## src/rtl/fifo_write_arbiter.sv

```systemverilog
// Round-robin arbiter with burst locking that shares one fifo write port among
// several producers; a winner keeps the port until a last beat or MaxBurst beats.
module fifo_write_arbiter #(
  parameter int NumRequesters = 4,
  parameter int EntrySize     = 8,
  parameter int MaxBurst      = 4
) (
  input  logic                               clk_i,
  input  logic                               rst_ni,
  input  logic [NumRequesters-1:0]           req_valid_i,
  input  logic [NumRequesters-1:0]           req_last_i,
  input  logic [NumRequesters*EntrySize-1:0] req_data_i,
  output logic [NumRequesters-1:0]           req_ready_o,
  output logic [NumRequesters-1:0]           grant_o,
  output logic                               fifo_write_req_o,
  input  logic                               fifo_write_valid_i,
  output logic [EntrySize-1:0]               fifo_data_o
);

  localparam int IdxW = (NumRequesters > 1) ? $clog2(NumRequesters) : 1;
  localparam int CntW = $clog2(MaxBurst + 1);

  typedef enum logic {
    IDLE,
    GRANTED
  } state_t;

  state_t                   state_reg, state_next;
  logic [NumRequesters-1:0] grant_reg, grant_next;
  logic [CntW-1:0]          beat_cnt_reg, beat_cnt_next;
  logic [IdxW-1:0]          rr_ptr_reg, rr_ptr_next;

  logic [EntrySize-1:0]     data_arr [NumRequesters];
  logic [IdxW-1:0]          win_idx;
  logic                     win_found;
  logic                     beat;
  logic                     burst_done;

  generate
    for (genvar gi = 0; gi < NumRequesters; gi++) begin : g_unpack
      assign data_arr[gi] = req_data_i[gi*EntrySize +: EntrySize];
    end
  endgenerate

  // First valid requester strictly after rr_ptr, wrapping around.
  always_comb begin
    win_found = 1'b0;
    win_idx   = '0;
    for (int i = 1; i <= NumRequesters; i++) begin
      if (!win_found && req_valid_i[IdxW'((int'(rr_ptr_reg) + i) % NumRequesters)]) begin
        win_found = 1'b1;
        win_idx   = IdxW'((int'(rr_ptr_reg) + i) % NumRequesters);
      end
    end
  end

  // While GRANTED, rr_ptr_reg holds the granted index, so it doubles as the mux select.
  assign beat       = (state_reg == GRANTED) && req_valid_i[rr_ptr_reg] && fifo_write_valid_i;
  assign burst_done = req_last_i[rr_ptr_reg] || ((beat_cnt_reg + 1'b1) == CntW'(MaxBurst));
  assign grant_o    = grant_reg;

  always_comb begin
    req_ready_o      = '0;
    fifo_write_req_o = 1'b0;
    fifo_data_o      = '0;
    if (state_reg == GRANTED) begin
      fifo_write_req_o = req_valid_i[rr_ptr_reg];
      fifo_data_o      = data_arr[rr_ptr_reg];
      req_ready_o      = grant_reg & {NumRequesters{beat}};
    end
  end

  always_comb begin
    state_next    = state_reg;
    grant_next    = grant_reg;
    beat_cnt_next = beat_cnt_reg;
    rr_ptr_next   = rr_ptr_reg;
    case (state_reg)
      IDLE: begin
        if (win_found) begin
          state_next    = GRANTED;
          grant_next    = NumRequesters'(1) << win_idx;
          rr_ptr_next   = win_idx;
          beat_cnt_next = '0;
        end
      end
      GRANTED: begin
        if (beat) begin
          beat_cnt_next = beat_cnt_reg + 1'b1;
          if (burst_done) begin
            state_next = IDLE;
            grant_next = '0;
          end
        end
      end
      default: begin
        state_next = IDLE;
        grant_next = '0;
      end
    endcase
  end

  always_ff @(posedge clk_i) begin
    if (!rst_ni) begin
      state_reg    <= IDLE;
      grant_reg    <= '0;
      beat_cnt_reg <= '0;
      rr_ptr_reg   <= IdxW'(NumRequesters - 1);
    end else begin
      state_reg    <= state_next;
      grant_reg    <= grant_next;
      beat_cnt_reg <= beat_cnt_next;
      rr_ptr_reg   <= rr_ptr_next;
    end
  end

endmodule

```

## config.mk

```make
export PLATFORM = sky130hd
export DESIGN_NAME = fifo_write_arbiter
export DESIGN_NICKNAME = d
export VERILOG_FILES = /design/src/rtl/fifo_write_arbiter.sv
export SDC_FILE = /design/constraint.sdc
export NUM_CORES = 1
export LEC_CHECK = 0
export ABC_CLOCK_PERIOD_IN_PS = 4500
export CORE_MARGIN = 4
export CORE_UTILIZATION = 38
export DETAILED_ROUTE_END_ITERATION = 8
export GPL_ROUTABILITY_DRIVEN = 0
export PLACE_DENSITY = 0.85
export SLEW_MARGIN = 20
export SYNTH_ARGS = -nofsm -noshare
export SYNTH_HDL_FRONTEND = slang
export SYNTH_SLANG_ARGS = --single-unit
```

## constraint.sdc

```tcl
create_clock -name clk_i -period 4.5 [get_ports clk_i]
set_clock_uncertainty 0.1 [all_clocks]
set_input_delay 0.45 -clock clk_i [delete_from_list [all_inputs] [get_ports clk_i]]
set_output_delay 0.45 -clock clk_i [all_outputs]
set_load 0.1 [all_outputs]
```

==> flow_summary.ini <==
[grt]
busiest_layer = met2
grt_pass1_vias = 871
grt_max_degree = 18
grt_usage = 0.174
met1_usage = 0.245
grtUsageMet2 = 0.270
grt-ovfl-total = 0
grt_first_pass_wirelength_mm = 4.46
antenna_found_initial = 0
use_met3 = 0.0464

[sta]
tns_ps = 0
hold_viol = 0
layout_min_cycle_time_ps = 3360
tightest_slew_ps = 989
finalSetupViolCount = 0
relSlewSlack = 0.338
final_max_slew_viol_count = 0
rsz0062_at_grt = false
post-route-period-util = 0.746
fmax_mhz = 298
setup_slack_ps = 1140

[critical_path]
r2r-end = beat_cnt_reg[2]
rr_startpoint = rr_ptr_reg[0]
path_cells = mux4_2 -> and2_1 -> clkdlybuf4s50_1
cp.depth = 3
cp.arrival_ps = 2810
cp-start-kind = flip-flop
cp_data_required_time_ps = 3950
crit_start = rr_ptr_reg[0]
cp_slowest_cell = clkdlybuf4s50_1
regToRegSetupSlack_ps = 2250
cp_top_family = buffers and inverters
path_buf_inv = 1
cp_max_fo = 17
worst-setup-path-type = flip-flop to output pin
reg2reg_depth = 4
max_stage_delay_ps = 960
worstSetupEndpointType = output pin

[detailed_routing]
first_iter_violations = 18
drc = 0
ant_nets = 0
drt-total-wl_mm = 2.69
via_per_inst = 5.40
vias = 913
drtPass1Iterations = 4
wl_per_cell_um = 15.9

[pwr]
ir_worst_vdd_mv = 0.206
total_leakage_power_nw = 0.591
power.density_nw_per_um2 = 268

[yosys]
synth_cell_types = 38
synth_top_area_cell = mux4_2
synth_edf_count = 0
syn_avg_cell_area_sq_um = 10.3
yosysMostFrequentCell = and2_1
ys_seq_area_frac = 0.227
synth_top_cell_area_share = 0.230
netlist_top_cells_count = and2_1, dfxtp_1, mux4_2
ys_ff_latch = 10
synth_flop_cell = dfxtp_1
synth_area_sq_um = 882
ys_top_cells_by_area = mux4_2, dfxtp_1, and2_1
synth_cells = 86
async_flop_share = 0
yosysWarnings = 0
syn-num-nets = 131

[clock_network]
clock_sinks = 10
cts_buffers = 3
post_cts_buffers = 0
cts_tree = yes
post_cts_resized = 0
cts_root_buf = clkbuf_4
clk_pin_slew_ps = 60
clk_latency_ps = 260
clk_path_buf_depth = 2
cts-hold-fix-buffers = 0
h-tree-depth = 1

[worst_hold_path]
hold-path-cell-count = 1
hp-class = flip-flop to flip-flop
worst_hold_path.endpoint = beat_cnt_reg[2]
min_from = beat_cnt_reg[2]

[die]
dieArea_sq_um = 3160
die_x_um = 56.2
coreArea_sq_um = 2210
initial_core_util = 0.399
num_rows = 17
ios = 60
dieHeight_um = 56.2

[final_layout]
syn_to_final_growth_pct = 66.5
nets = 188
drive_above_1_share = 0.156
fin_util = 0.664
num_antenna_cells = 0
largest_reg_flops = 4

[placed_design]
port_buffers = 59
post-dp-hpwl_mm = 2.22
dpl_worst_slack_ps = 1290

[run_status]
status = completed

[run]
drv_cap = 0
area by class of cell:
cell class / instances / area [sq um]
Multi-Input combinational cell: 67 / 623
Timing Repair Buffer: 59 / 581
Sequential cell: 10 / 200
Clock buffer: 3 / 22.5
Fill cell: 180 / 743
Inverter: 2 / 7.51
Tap cell: 28 / 35.0
through the flow:
step	hold slack (ps)	instances	area, sq um	power [mW]
global placement	370	166	1450	0.334
detailed placement	382	166	1450	0.337
CTS	391	169	1470	0.396
finish	393	169	1470	0.393
floorplan	358	86	882	0.271
global route	417	169	1470	0.411
per-layer routing:
metal  share of wire  vias to the layer above
li1                -                      440
met3           0.094                        2
met5               0                        -
met4          0.0052                        0
met2            0.44                       50
met1            0.46                      421
worst max-delay path by stage:
stage / slack (ps) / end
after global placement: 1310 / fifo_write_req_o
final: 1140 / fifo_data_o[4]
after detailed placement: 1290 / fifo_write_req_o
after global routing: 980 / fifo_data_o[4]
after CTS: 1090 / fifo_data_o[4]
after floorplan: 950 / fifo_write_req_o
worst register-to-register path: cells and delay by family, from the launching register on:
kind,cells,cell delay [ps]
muxes,1,390
DFF,1,830
and+or+nand+nor,1,180
AOI/OAI and AO/OA,2,680
power breakdown:
group          switching (mW)  internal, mW
logic                   0.129        0.0934
registers              0.0168        0.0951
clock network          0.0286        0.0308
total                   0.174         0.219
kinds of logic (layout without fill, tap and decap cells):
family | count (synthesis) | count (layout) | synth area share
flip-flops | 10 | 10 | 0.227
AND/OR/NAND/NOR | 31 | 31 | 0.203
buffers and inverters | 9 | 64 | 0.0667
AO/OA/AOI/OAI | 21 | 21 | 0.194
adder cells (fa/ha/maj) | 2 | 2 | 0.0284
multiplexers | 12 | 12 | 0.271
XOR/XNOR | 1 | 1 | 0.00993
layout by cell type (no fill, tap or decap), types with 2 or more instances in the layout:
cell type        Yosys  routed
nor2_1               3       3
a211oi_1             2       2
dfxtp_1             10      10
a21o_1               2       2
clkdlybuf4s50_1      0      55
nand3_1              2       2
ha_1                 2       2
a32o_1               4       4
inv_1                2       2
mux4_2               9       9
nand2b_1             3       3
a21oi_1              2       2
and2_1              12      12
clkbuf_4             0       3
buf_4                0       4
nand2_1              4       4
Power figures use the tool's default switching activity.
